**config.mk**
```make
export PLATFORM = sky130hd
export DESIGN_NAME = fetch_ctrl
export DESIGN_NICKNAME = d
export VERILOG_FILES = /design/src/rtl/fetch_ctrl.sv
export SDC_FILE = /design/constraint.sdc
export NUM_CORES = 1
export LEC_CHECK = 0
export CORE_MARGIN = 5
export CORE_UTILIZATION = 40
export DETAILED_ROUTE_END_ITERATION = 8
export GPL_ROUTABILITY_DRIVEN = 0
export PLACE_DENSITY = 0.83
export SLEW_MARGIN = 40
export SYNTH_ARGS = -nofsm -noshare
export SYNTH_HDL_FRONTEND = slang
export SYNTH_SLANG_ARGS = --single-unit
```
**constraint.sdc**
```tcl
create_clock -name clk -period 2.6 [get_ports clk]
set_input_delay 0.39 -clock clk [delete_from_list [all_inputs] [get_ports clk]]
set_output_delay 0.39 -clock clk [all_outputs]
set_load 0.01 [all_outputs]
```
**src/rtl/fetch_ctrl.sv**
```systemverilog
// ---------------------------------------------------------------------------
// fetch_ctrl
//
// Fetch sequencing controller for the in-order RISC-V core. Every cycle it
// decides whether the program counter advances, holds or is redirected.
// It also drives the pipeline flush lines and the instruction-memory request.
//
// Redirect requests are ranked trap > EX branch > ID jump. A redirect that
// arrives while instruction memory is busy is parked in a pending register.
// It is applied on the next cycle in which memory returns a word.
// A fetch that stays not-ready for MEM_TIMEOUT cycles is abandoned, and
// the PC is sent to TRAP_VEC.
//
// Parameters
//   BOOT_ADDR    PC loaded in the first cycle after reset
//   TRAP_VEC     redirect target on fetch timeout
//   MEM_TIMEOUT  consecutive not-ready cycles that end a fetch (>= 2)
//
// Ports
//   clk              sole clock, rising edge
//   rst_sync         synchronous active-high reset
//   imem_ready       instruction memory returns the word for the current PC
//   load_use_hazard  ID instruction depends on the load in EX
//   br_taken_ex      EX branch/JALR resolved taken
//   br_target_ex     EX redirect target
//   jump_id          JAL decoded in ID
//   jump_target_id   JAL target
//   trap_req         trap/exception request
//   trap_addr        trap handler address
//   stall_n          to PC register: 1 = advance PC by 4
//   jump_en          to PC register: load jump_addr
//   jump_addr        redirect target
//   flush_ifid       squash the IF/ID register
//   flush_idex       squash the ID/EX register (insert bubble)
//   imem_req         fetch request for the current PC
//   fetch_fault      one-cycle pulse on fetch timeout
// ---------------------------------------------------------------------------
module fetch_ctrl #(
   parameter logic [31:0] BOOT_ADDR   = 32'h0000_0000,
   parameter logic [31:0] TRAP_VEC    = 32'h0000_0100,
   parameter int          MEM_TIMEOUT = 16
) (
   input  logic        clk,
   input  logic        rst_sync,
   input  logic        imem_ready,
   input  logic        load_use_hazard,
   input  logic        br_taken_ex,
   input  logic [31:0] br_target_ex,
   input  logic        jump_id,
   input  logic [31:0] jump_target_id,
   input  logic        trap_req,
   input  logic [31:0] trap_addr,
   output logic        stall_n,
   output logic        jump_en,
   output logic [31:0] jump_addr,
   output logic        flush_ifid,
   output logic        flush_idex,
   output logic        imem_req,
   output logic        fetch_fault
);

   localparam int            CW      = $clog2(MEM_TIMEOUT);
   localparam logic [CW-1:0] CNT_MAX = CW'(MEM_TIMEOUT - 1);

   typedef enum logic [1:0] {
      BOOT,
      RUN,
      FAULT
   } state_t;

   state_t        state;
   logic          pend_valid;
   logic [31:0]   pend_addr;
   logic          pend_trap;
   logic [CW-1:0] wait_cnt;

   logic          live_valid;
   logic [31:0]   live_addr;
   logic          live_jmp;
   logic          hard_redirect;
   logic          eff_load_use;
   logic          timeout;
   logic          may_park;

   // Live redirect arbitration. A trap or an EX redirect squashes both
   // younger stages. A JAL in ID only counts when no load-use stall is
   // holding the ID instruction in place.
   always_comb begin
      hard_redirect = trap_req | br_taken_ex;
      live_jmp      = jump_id & ~load_use_hazard & ~hard_redirect;
      live_valid    = hard_redirect | live_jmp;
      eff_load_use  = load_use_hazard & ~hard_redirect;
      live_addr     = jump_target_id;
      if (trap_req) begin
         live_addr = trap_addr;
      end else if (br_taken_ex) begin
         live_addr = br_target_ex;
      end
      timeout  = (state == RUN) && !imem_ready && (wait_cnt == CNT_MAX);
      // The newest redirect replaces the parked one. A parked trap can only
      // be replaced by another trap.
      may_park = live_valid && !(pend_valid && pend_trap && !trap_req);
   end

   // Output decode. Every output is combinational, so a live redirect reaches
   // jump_en in the same cycle that memory accepts the fetch.
   always_comb begin
      stall_n     = 1'b0;
      jump_en     = 1'b0;
      jump_addr   = 32'h0;
      flush_ifid  = 1'b0;
      flush_idex  = 1'b0;
      imem_req    = 1'b0;
      fetch_fault = 1'b0;
      if (rst_sync) begin
         flush_ifid = 1'b1;
         flush_idex = 1'b1;
      end else begin
         case (state)
            BOOT: begin
               jump_en    = 1'b1;
               jump_addr  = BOOT_ADDR;
               flush_ifid = 1'b1;
               flush_idex = 1'b1;
            end
            RUN: begin
               imem_req   = 1'b1;
               flush_ifid = hard_redirect | live_jmp;
               flush_idex = hard_redirect | eff_load_use;
               if (imem_ready) begin
                  if (live_valid) begin
                     jump_en   = 1'b1;
                     jump_addr = live_addr;
                  end else if (pend_valid) begin
                     // The word returned now was fetched from the wrong path.
                     jump_en    = 1'b1;
                     jump_addr  = pend_addr;
                     flush_ifid = 1'b1;
                  end
                  stall_n = ~jump_en & ~eff_load_use;
               end else if (timeout) begin
                  fetch_fault = 1'b1;
                  jump_en     = 1'b1;
                  jump_addr   = TRAP_VEC;
                  flush_ifid  = 1'b1;
                  flush_idex  = 1'b1;
               end
            end
            FAULT: begin
               // Abandoned fetch: every output stays at its idle value.
            end
            default: begin
            end
         endcase
      end
   end

   // State, pending redirect and memory-wait counter. A timeout or a reset
   // discards all parked work.
   always_ff @(posedge clk) begin
      if (rst_sync) begin
         state      <= BOOT;
         pend_valid <= 1'b0;
         pend_addr  <= 32'h0;
         pend_trap  <= 1'b0;
         wait_cnt   <= '0;
      end else begin
         case (state)
            BOOT: begin
               state      <= RUN;
               pend_valid <= 1'b0;
               wait_cnt   <= '0;
            end
            RUN: begin
               if (imem_ready) begin
                  pend_valid <= 1'b0;
                  wait_cnt   <= '0;
               end else if (timeout) begin
                  state      <= FAULT;
                  pend_valid <= 1'b0;
                  pend_trap  <= 1'b0;
                  wait_cnt   <= '0;
               end else begin
                  if (wait_cnt != CNT_MAX) begin
                     wait_cnt <= wait_cnt + 1'b1;
                  end
                  if (may_park) begin
                     pend_valid <= 1'b1;
                     pend_addr  <= live_addr;
                     pend_trap  <= trap_req;
                  end
               end
            end
            FAULT: begin
               state    <= RUN;
               wait_cnt <= '0;
            end
            default: begin
               state <= BOOT;
            end
         endcase
      end
   end

endmodule

```
=== Word level (Yosys, flattened, before mapping) ===
Index checks and enable logic that the tools add are counted.

* Register bits after elaboration: 40
* Bits of input ports: 103
* Output and inout port bits: 38
* Word-level logic and storage cells: 91

* $add $sub $neg: 1
* Eq/ne operators: 8
* Mux-type cells: 46
* Bitwise operators: 13
* Reduce and logical (&&, ||, !) cells: 18

{| class="wikitable"
|+ Operators with widths
! operator !! count
|-
| two-way mux 32 bit || 7
|-
| two-way mux 1 bit || 27
|-
| two-way mux 4 bit || 3
|-
| two-way mux 9 bit || 1
|-
| != test 4 bit, second input constant || 2
|-
| one-hot mux 1 bit (2 select lines) || 4
|-
| one-hot mux 4 bit (2 select lines) || 1
|-
| NOT 1 bit || 6
|-
| AND reduction 2 bit || 3
|-
| nonzero test 2 bit || 3
|-
| logical AND 1 bit || 5
|-
| adder 4 x 1 -> 4 bit, second input constant || 1
|-
| bitwise AND 1 bit || 4
|-
| equality test 4 bit, second input constant || 1
|-
| two-way mux 2 bit || 2
|-
| != test 2 bit, second input constant || 2
|-
| != test 4 x 3 -> 1 bit, second input constant || 1
|-
| one-hot mux 2 bit (2 select lines) || 1
|-
| AND reduction 4 bit || 1
|-
| logical NOT 1 bit || 3
|-
| bitwise OR 1 bit || 3
|-
| AND reduction 3 bit || 1
|-
| equality test 2 x 1 -> 1 bit, second input constant || 1
|-
| equality test 2 bit, second input constant || 1
|-
| other kinds (2) || 2
|}

=== Longest topological paths before layout ===
* Depth after elaboration: 13
* Mapped depth: 7

=== Least setup slack after synthesis ===
OpenSTA, ideal clock, no wires.

* Path kind: in2out
* Start: in br_taken_ex
* End: out stall_n
* Data arrival time: 1.425 ns
* Data required time: 2.210 ns
* Slack: 0.785 ns
* Cell stages on the path: 5
* Buffers on the path: 2
* Cell sequence: or2_1 -> or2_1 -> buf_2 -> buf_2 -> nor4_2

* Word-level cells in the longest chain between the ends: 13
* Elaborated cells between the ends (all ways): 15
* Classes of those cells: mux: 7; bitwise: 8

{| class="wikitable"
|+ RTL lines
! item !! line !! source
|-
| start: declaration || 47 || <nowiki>input logic br_taken_ex,</nowiki>
|-
| bitwise OR 1 bit (*) || 89 || <nowiki>hard_redirect = trap_req | br_taken_ex;</nowiki>
|-
| NOT 1 bit || 90, 92 ||
|-
| bitwise AND 1 bit || 90 || <nowiki>live_jmp = jump_id & ~load_use_hazard & ~hard_redirect;</nowiki>
|-
| bitwise OR 1 bit || 91 || <nowiki>live_valid = hard_redirect | live_jmp;</nowiki>
|-
| two-way mux 1 bit || 131 || <nowiki>if (live_valid) begin</nowiki>
|-
| two-way mux 1 bit || 130 || <nowiki>if (imem_ready) begin</nowiki>
|-
| two-way mux 1 bit || 119 || <nowiki>case (state)</nowiki>
|-
| two-way mux 1 bit || 115 || <nowiki>if (rst_sync) begin</nowiki>
|-
| NOT 1 bit || 140 || <nowiki>stall_n = ~jump_en & ~eff_load_use;</nowiki>
|-
| bitwise AND 1 bit (*) || 140 ||
|-
| two-way mux 1 bit (*) || 130 ||
|-
| two-way mux 1 bit (*) || 119 ||
|-
| two-way mux 1 bit (*) || 115 ||
|-
| end: declaration || 53 || <nowiki>output logic stall_n,</nowiki>
|}

Every way passes the cells marked *; elsewhere a longest branch is shown, timed or not. The select of a mux whose other input is x is not followed.

=== Final worst setup path ===
* Start: in imem_ready
* End: out jump_addr[6]

* Word-level cells in the longest chain between the ends: 3

{| class="wikitable"
|+ RTL lines
! item !! line !! source
|-
| start: declaration || 45 || <nowiki>input logic imem_ready,</nowiki>
|-
| two-way mux 32 bit || 130 ||
|-
| two-way mux 32 bit || 119 ||
|-
| two-way mux 32 bit || 115 ||
|-
| end: declaration || 55 || <nowiki>output logic [31:0] jump_addr,</nowiki>
|}

No other way between the ends.

==> flow_summary.json <==
{
  "area_delta_synth_final_pct": 56.8,
  "grtUsageTotal_pct": 21.6,
  "whs_ns": 0.479,
  "switching_share_pct": 28.6,
  "path_class": "in2out",
  "num_rows": 32,
  "ys_warn_count": 0,
  "io_pins": 141,
  "dp_hpwl_um": 8090,
  "end_kind": "output port",
  "async_flop_share_pct": 0,
  "syn-num-nets": 538,
  "cp_top_family": "buffers and inverters",
  "powerDensity_mw_per_mm2": 331,
  "vias": 3824,
  "crit_chain": "clkdlybuf4s50_1 > nand2_4 > buf_4 > a21oi_1 > clkdlybuf4s50_1",
  "clk_latency_ns": 0.29,
  "fin_crit_ns": 2.54,
  "totalWireLength_um": 10800,
  "crit_cells": 5,
  "slowest_stage": "clkdlybuf4s50_1",
  "yosys-mux-area-fraction_pct": 0.364,
  "die_w_um": 98.0,
  "p_leak_uw": 0.00228,
  "finalSetupViolations": 0,
  "synth_xor_area_share_pct": 0,
  "core_area_mm2": 0.00765,
  "ant_nets": 0,
  "p_sw_uw": 459,
  "grt.overflow.total": 0,
  "synth_adder_area_share_pct": 0.404,
  "p_seq_share_pct": 40.9,
  "worstHoldStart": "pend_addr[9]$_SDFFE_PP0P_",
  "layout_setup_ws_ns": 0.0629,
  "pwr-share-clk_pct": 26.0,
  "ys_ff_latch": 40,
  "wl_per_cell_um": 16.2,
  "portBuffers": 140,
  "initial_core_util_pct": 40.5,
  "fin_skew_ns": 0.0103,
  "cts-root-buf": "clkbuf_8",
  "final_net_count": 669,
  "r2r_setup_slack_ns": 0.93,
  "synthSimpleGateAreaFrac_pct": 37.1,
  "startpoint_type": "input pin",
  "synthCells": 434,
  "synth_enable_flop_cells": 0,
  "cp_max_fo": 13,
  "cp-endpoint": "jump_addr[6]",
  "netlist.area_leader.share_pct": 25.9,
  "die_area_mm2": 0.00960,
  "path_clk_slew_ns": 0.08,
  "clock_sinks": 40,
  "slowest_delay_ns": 0.70,
  "finalCritPeriodShare_pct": 97.6,
  "antennaDiodeCount": 0,
  "path_common_cell": "clkdlybuf4s50_1",
  "relSlewSlack_pct": 74.5,
  "synth_compound_gate_area_share_pct": 28.2,
  "grt_pass1_vias": 3803,
  "cts_max_level": 2,
  "worst_ep_arrival_time_ns": 2.15,
  "path_buf_inv": 3,
  "post-synth-top-area-cell": "dfxtp_1",
  "hold_class": "reg2reg",
  "antenna_found_initial": 0,
  "intPower_uw": 1150,
  "grt_max_degree": 43,
  "firstDrtPassIters": 5,
  "netlist_area_mm2": 0.00310,
  "cts_tree": "done",
  "fmax_ghz": 0.394,
  "drc": 0,
  "hold_viol": 0,
  "crit_path_start": "imem_ready",
  "worst_pin_slew_ns": 0.381,
  "grt_pass1_wl_um": 17700,
  "netlist_top_cells_area": "dfxtp_1 (26%), a21oi_1 (11%), nand3_1 (10%), a211o_1 (8.8%), nor2b_1 (6.7%)",
  "status": "completed",
  "rsz0062_at_grt": "false",
  "drt-initial-drc-count": 155,
  "irDropWorstVdd_uv": 159,
  "cap_violations": 0,
  "drive_gt1_share_pct": 10.2,
  "syn_avg_cell_area_um2": 7.14,
  "worstRegToRegCells": 6,
  "vias_per_cell": 5.72,
  "synth_top_family_by_area": "simple AND/OR/NAND/NOR gates",
  "hold_buffers": 0,
  "power_frac_comb_pct": 33.2,
  "maxSlewViolCount": 0,
  "ys_types": 40,
  "clockBufferDepth": 2,
  "r2r-start": "wait_cnt[0]$_SDFFE_PP0P_",
  "dp_slack_ns": -0.0652,
  "yosys_most_used_dff": "dfxtp_1",
  "cts_buffers": 5,
  "die_h_um": 98.0,
  "r2r-end": "pend_trap$_SDFFE_PP0P_",
  "required_ns": 2.21,
  "yosysSeqAreaShare_pct": 25.9
}
==> area by class of cell <==
cell class,instances,area (um^2)
fillers,658,2790
multi-input cells,344,2090
repair buffers,172,1740
flip-flops and latches,40,801
well taps,102,128
clock buffers,6,82.6
clock inverters,2,10.0
inverters,2,7.51
==> kinds of logic (layout without fill, tap and decap cells) <==
family,after synthesis,count (layout)
buffers and inverters,50,182
multiplexers,1,1
AO/OA/AOI/OAI,146,146
AND/OR/NAND/NOR,196,196
flip-flops,40,40
adder cells (fa/ha/maj),1,1
==> power groups by stage <==
| stage | Clock, uW | Combinational [uW] | Sequential, uW |
|---|---|---|---|
| 6_report | 417 | 533 | 656 |
| 5_1_grt | 460 | 580 | 659 |
| 4_1_cts | 432 | 537 | 656 |
| 3_5_place_dp | 0 | 529 | 670 |
| 3_3_place_gp | 0 | 515 | 668 |
| 2_1_floorplan | 0 | 268 | 666 |
==> worst min path at each step <==
stage	endpoint	slack [ns]	depth (start not counted)
detailed placement	pend_addr[14]$_SDFFE_PP0P_	0.47	2
global route	pend_addr[26]$_SDFFE_PP0P_	0.50	2
CTS	pend_addr[14]$_SDFFE_PP0P_	0.48	2
finish	pend_addr[9]$_SDFFE_PP0P_	0.48	2
floorplan	pend_addr[8]$_SDFFE_PP0P_	0.45	2
global placement	pend_addr[14]$_SDFFE_PP0P_	0.46	2
==> flip-flops by register name, indices dropped and copies added (netlist names) <==
name / flops
pend_addr: 32
wait_cnt: 4
state: 2
pend_trap: 1
pend_valid: 1
==> cell usage after synthesis, types with 2 or more instances <==
master    count
and2_1        2
nand2_1       6
a31oi_1       3
a22oi_1       2
buf_6         2
nand4_1      31
or2_1         2
clkbuf_1     19
nor2b_1      33
a211o_1      31
nor3_1        3
dfxtp_1      40
a21oi_1      70
nand3b_1      2
buf_4         5
nor2_1       10
o21ai_1       3
inv_1         2
o21ai_0      33
nand2b_1     32
buf_2        22
nand3_1      63
==> repair_timing <==
| item | 4_1_cts | 5_1_grt |
|---|---|---|
| setup endpoints to repair | 31 | 33 |
| cloned | 0 | 0 |
| buffers inserted | 0 | 0 |
| gates resized for setup | 12 | 34 |
| pin swaps | 0 | 0 |
==> layout by cell type, fill, tap and decap left out, drive strengths merged, types with 32 or more instances in the layout <==
cell / Yosys / layout
buf: 29 / 34
clkdlybuf4s50: 0 / 104
a21oi: 70 / 70
nand2b: 32 / 32
dfxtp: 40 / 40
nand3: 65 / 65
nor2b: 34 / 34
o21ai: 37 / 37
==> worst register-to-register path: stages (launching register included) <==
cell     delay, ns
dfxtp_1       0.39
ha_2          0.25
nand3_2       0.18
and3_1        0.24
buf_4         0.21
a31oi_1       0.18
o21ai_0       0.11
==> routing by layer <==
layer  vias up  GRT usage [%]  wire length (um)
met5         -              0                 0
met1      1800           26.8              4620
met2       166           36.3              5260
met3         8           6.57               862
li1       1850              -                 -
met4         0           5.86                74
==> stage by stage <==
step / cells / TNS [ns] / total power (uW) / utilization, % / instance area, um^2
after floorplan: 434 / 0 / 934 / - / 3100
after global placement: 660 / -0.148 / 1180 / 60.7 / 4640
after detailed placement: 660 / -0.734 / 1200 / 60.7 / 4640
after CTS: 668 / 0 / 1620 / 62.4 / 4770
after global routing: 668 / 0 / 1700 / 63.5 / 4860
final: 668 / 0 / 1610 / 63.5 / 4860
Power figures use the tool's default switching activity.
==> variant 1 (config.mk and constraints unchanged) <==
`MEM_TIMEOUT`: 16 -> 8.
--- a/src/rtl/fetch_ctrl.sv
+++ b/src/rtl/fetch_ctrl.sv
@@ -38,7 +38,7 @@
 module fetch_ctrl #(
    parameter logic [31:0] BOOT_ADDR   = 32'h0000_0000,
    parameter logic [31:0] TRAP_VEC    = 32'h0000_0100,
-   parameter int          MEM_TIMEOUT = 16
+   parameter int          MEM_TIMEOUT = 8
 ) (
    input  logic        clk,
    input  logic        rst_sync,
Behaviour: not the same (a bounded check fails within 10 cycles, from zero or initial values and one cycle with rst_sync high).
==> variant 1 against the original RTL <==
Power about the same. Final area down 2.8%. Worst setup slack improved by 0.040 ns. Critical endpoint is now fetch_fault. Combinational power is 3% lower. Routed wire length shrank 4.9%. Sequential cell count down 1. Synthesized area is 1.4% lower.
==> variant 1: results (changes against the original RTL) <==
Total GRT Usage=21.1% (-0.52 points); Antenna Cells=0 (unchanged); Initial DRC Count=181 (+17%); largest net degree at the start of global routing=45 (+4.7%); Arrival @ worst endpoint=2.11 ns (-0.04 ns); detailed-route vias per instance=5.72 (about the same); CTS buffer count=5 (unchanged); Synth top cells by count=a21oi_1 (66), nand3_1 (63), dfxtp_1 (39); CP Max Fanout=8 (-5); Worst-Margin Slew=0.699 ns (+0.318 ns); Clock Skew=0.00720 ns (-0.00315 ns); first-pass GRT wire length=17000 µm (-3.6%); drt pass-1 iters=4 (-1); biggest regs=pend_addr x32, wait_cnt x3, state x2; Routed WL per cell=15.8 µm (-2.3%); number of global-route vias before repair=3742 (-1.6%); Detailed Route WL=10300 µm (-4.9%); run status=finished clean; syn nets=526 (-2.2%); largest cells by area after synthesis=dfxtp_1 (26%), a21oi_1 (11%), nand3_1 (10%); nets=655 (-2.1%); Avg Cell Area, Syn=7.25 µm² (+1.6%); Max rail drop VDD=192 µV (+20%); leak pwr=1.93 nW (-15%); Unique masters post-synth=36 (-10%); post-synthesis sequential area ratio=25.6% (-0.28 points); R2R cell count=7 (+1)
==> variant 1: changes by cell type after synthesis, moves of 4 or more <==
cell,before,now
nor2_1,10,5
buf_2,22,11
clkbuf_1,19,28
a21oi_1,70,66
==> variant 1: cell type report <==
| class | instances | area share, % |
|---|---|---|
| well taps | 99 | 2.62 |
| multi-input cells | 331 | 43.1 |
| flip-flops and latches | 39 | 16.5 |
| inverters | 1 | 0.0795 |
| clock buffers | 8 | 2.12 |
| repair buffers | 172 | 35.5 |
==> variant 1: critical path, cell delays in order <==
cell and delay (ns):
clkdlybuf4s50_1 0.42, buf_4 0.18, nor4b_1 0.42, buf_4 0.18
clkdlybuf4s50_1 0.52
==> variant 1: repair_timing <==
| item | in CTS | in global routing |
|---|---|---|
| gates cloned | 1 | 0 |
| pin swaps | 0 | 0 |
| buffers inserted | 1 | 0 |
| endpoints found under the setup margin | 35 | 5 |
| gates resized for setup | 37 | 7 |
==> variant 1: path summary, 6_finish.rpt <==
path,to,slack [ns],from
max,fetch_fault,0.10,imem_ready
min reg2reg,pend_addr[31]$_SDFFE_PP0P_,0.48,pend_addr[31]$_SDFFE_PP0P_
min,pend_addr[31]$_SDFFE_PP0P_,0.48,pend_addr[31]$_SDFFE_PP0P_
max reg2reg,pend_addr[8]$_SDFFE_PP0P_,0.47,wait_cnt[0]$_SDFFE_PP0P_
==> variant 1: cell families (layout without fill, tap and decap cells) <==
| family | Yosys count | count (layout) | synth area share (%) |
|---|---|---|---|
| compound gates | 143 | 143 | 29.0 |
| buf+inv | 51 | 181 | 8.89 |
| fa+ha+maj | 2 | 2 | 0.820 |
| flops | 39 | 39 | 25.6 |
| simple gates | 186 | 186 | 35.7 |
==> variant 1: routing by layer <==
metal / global-route usage (%) / vias to the layer above / share of wire, %
met5: 0 / - / 0
met4: 6.82 / 0 / 1.7
met3: 4.95 / 23 / 6.0
met2: 37.7 / 132 / 52
met1: 24.7 / 1757 / 41
li1: - / 1807 / -
==> variant 1: stage by stage <==
stage	area [µm²]	power, mW
finish	4720	1.61
global placement	4570	1.15
detailed placement	4570	1.17
CTS	4700	1.61
floorplan	3050	0.919
global route	4720	1.69
==> variant 1: where the power goes <==
part | internal [mW] | switching [mW]
clock | 0.242 | 0.205
combinational | 0.290 | 0.228
sequential | 0.626 | 0.0154
==> variant 2 (same flow settings) <==
Made on the original files. Register the input `jump_target_id` before use, with the module's reset. The logic sees it one clock later. The other inputs are not delayed to match.
--- a/src/rtl/fetch_ctrl.sv
+++ b/src/rtl/fetch_ctrl.sv
@@ -68,6 +68,16 @@
       FAULT
    } state_t;
 
+   logic [31:0] jump_target_id_q;
+
+   always_ff @(posedge clk) begin
+      if (rst_sync) begin
+         jump_target_id_q <= '0;
+      end else begin
+         jump_target_id_q <= jump_target_id;
+      end
+   end
+
    state_t        state;
    logic          pend_valid;
    logic [31:0]   pend_addr;
@@ -90,7 +100,7 @@
       live_jmp      = jump_id & ~load_use_hazard & ~hard_redirect;
       live_valid    = hard_redirect | live_jmp;
       eff_load_use  = load_use_hazard & ~hard_redirect;
-      live_addr     = jump_target_id;
+      live_addr     = jump_target_id_q;
       if (trap_req) begin
          live_addr = trap_addr;
       end else if (br_taken_ex) begin
Formal check against the unedited RTL: not equivalent (a bounded check fails within 4 cycles, from zero or initial values and one cycle with rst_sync high).
==> variant 2 against the original RTL <==
Sequential cell count increased by 32. Final area increased by 16%. Core utilization decreased by 2.2 points. Die area increased by 19%. Fmax increased by 0.84%. Power increased by 68%. Final cell count increased by 12%. Routed wire length increased by 8.4%. Worst setup slack improved by 0.021 ns. Synthesized area increased by 22%. Highest routed layer unchanged.
==> variant 2: results (changes against the original RTL) <==
routed length on met1=4800 µm (+4.0%); switching power=0.692 mW (+51%); CP Max Fanout=25 (+12); Avg Cell Area, Syn=7.61 µm² (+6.6%); Skew-Pair Late Insertion Delay=0.34 ns (+0.05 ns); hold slack=0.480 ns (+0.00187 ns); Worst-Margin Slew=0.541 ns (+0.161 ns); detailed-route vias per instance=5.43 (-5.1%); largest net degree at the start of global routing=39 (-9.3%); launching point of the worst reg2reg path=state[1]$_SDFFE_PP0P_; Clock Skew=0.0109 ns (+0.000552 ns); DR WL met3=972 µm (+13%); nets=733 (+9.6%); r2r setup slk=0.83 ns (-0.10 ns); Unique masters post-synth=38 (-5.0%); worst hold start=pend_addr[13]$_SDFFE_PP0P_; Arrival @ worst endpoint=2.13 ns (-0.02 ns); met2 wire length=5780 µm (+9.9%); instance area at placement=5330 µm² (+15%); Max rail drop VDD=315 µV (+98%); Reg2Reg Capture Point=pend_addr[18]$_SDFFE_PP0P_; biggest regs=jump_target_id_q x32, pend_addr x32, wait_cnt x4; first-pass GRT wire length=19300 µm (+9.5%); Post-DP HPWL=8400 µm (+3.8%); Routed WL per cell=15.7 µm (-2.8%); Finished Layout Cells=745 (+12%); run status=finished clean; leak pwr=2.49 nW (+9.5%); R2R cell count=5 (-1); Initial DRC Count=202 (+30%); CP peak stage delay=0.55 ns (-0.15 ns)
## variant 2: cell count changes after synthesis, moves of 3 or more
cell	unedited run	this run
nand2b_1	32	2
buf_4	5	0
o21ai_0	33	64
buf_12	0	3
a211o_1	31	1
nand2_1	6	71
nand4_1	31	0
buf_2	22	13
dfxtp_1	40	72
mux2i_1	0	32
nand3_1	63	66
a21oi_1	70	67
clkbuf_1	19	27
## variant 2: metrics by stage
stage               util (%)  worst slack, ns
finish                  61.3           0.0841
CTS                     60.5          0.00104
global route            61.3         -0.00362
detailed placement      57.9          -0.0914
floorplan                  -            0.529
global placement        57.9          -0.0830
## variant 2: critical path: cells and delay by family
| kind | cells | cell delay [ns] |
|---|---|---|
| AOI/OAI and AO/OA | 1 | 0.18 |
| buffers and inverters | 3 | 1.21 |
| and+or+nand+nor | 2 | 0.34 |
## variant 2: worst max path at each step
| stage | startpoint | to |
|---|---|---|
| finish | load_use_hazard | jump_en |
| global route | imem_ready | stall_n |
| CTS | load_use_hazard | jump_addr[0] |
| detailed placement | load_use_hazard | jump_addr[25] |
| global placement | load_use_hazard | jump_addr[31] |
| floorplan | rst_sync | stall_n |
## variant 2: logic make-up (layout without fill, tap and decap cells)
family | count (synthesis) | after routing | share of synthesized area (%)
adder cells (fa/ha/maj) | 1 | 1 | 0.332
AND/OR/NAND/NOR | 196 | 196 | 25.9
multiplexers | 33 | 33 | 8.80
buffers and inverters | 48 | 187 | 6.78
flip-flops | 72 | 72 | 38.3
AO/OA/AOI/OAI | 145 | 145 | 19.9
## variant 2: metal layers
| layer | up-vias | GRT usage, % |
|---|---|---|
| met1 | 1878 | 25.2 |
| li1 | 1976 | - |
| met2 | 176 | 35.5 |
| met3 | 17 | 4.76 |
| met5 | - | 0 |
| met4 | 0 | 6.67 |
## variant 2: area by class of cell
type	count	area, µm²
Timing Repair Buffer	169	1690
Sequential cell	72	1440
Clock inverter	5	80.1
Fill cell	825	3550
Clock buffer	11	141
Tap cell	111	139
Multi-Input combinational cell	375	2140
Inverter	2	7.51
## variant 2: timing repair
action | 4_1_cts | 5_1_grt
endpoints found under the setup margin | 36 | 21
hold buffers | 0 | 0
setup buffers | 2 | 0
resized for setup | 22 | 23
## variant 2: power by group through the flow
stage	combinational [mW]	sequential, mW	clock (mW)
after detailed placement	0.519	1.20	0
after floorplan	0.259	1.19	0
after global routing	0.573	1.18	1.05
final	0.520	1.18	0.996
after CTS	0.521	1.18	1.01
after global placement	0.506	1.20	0
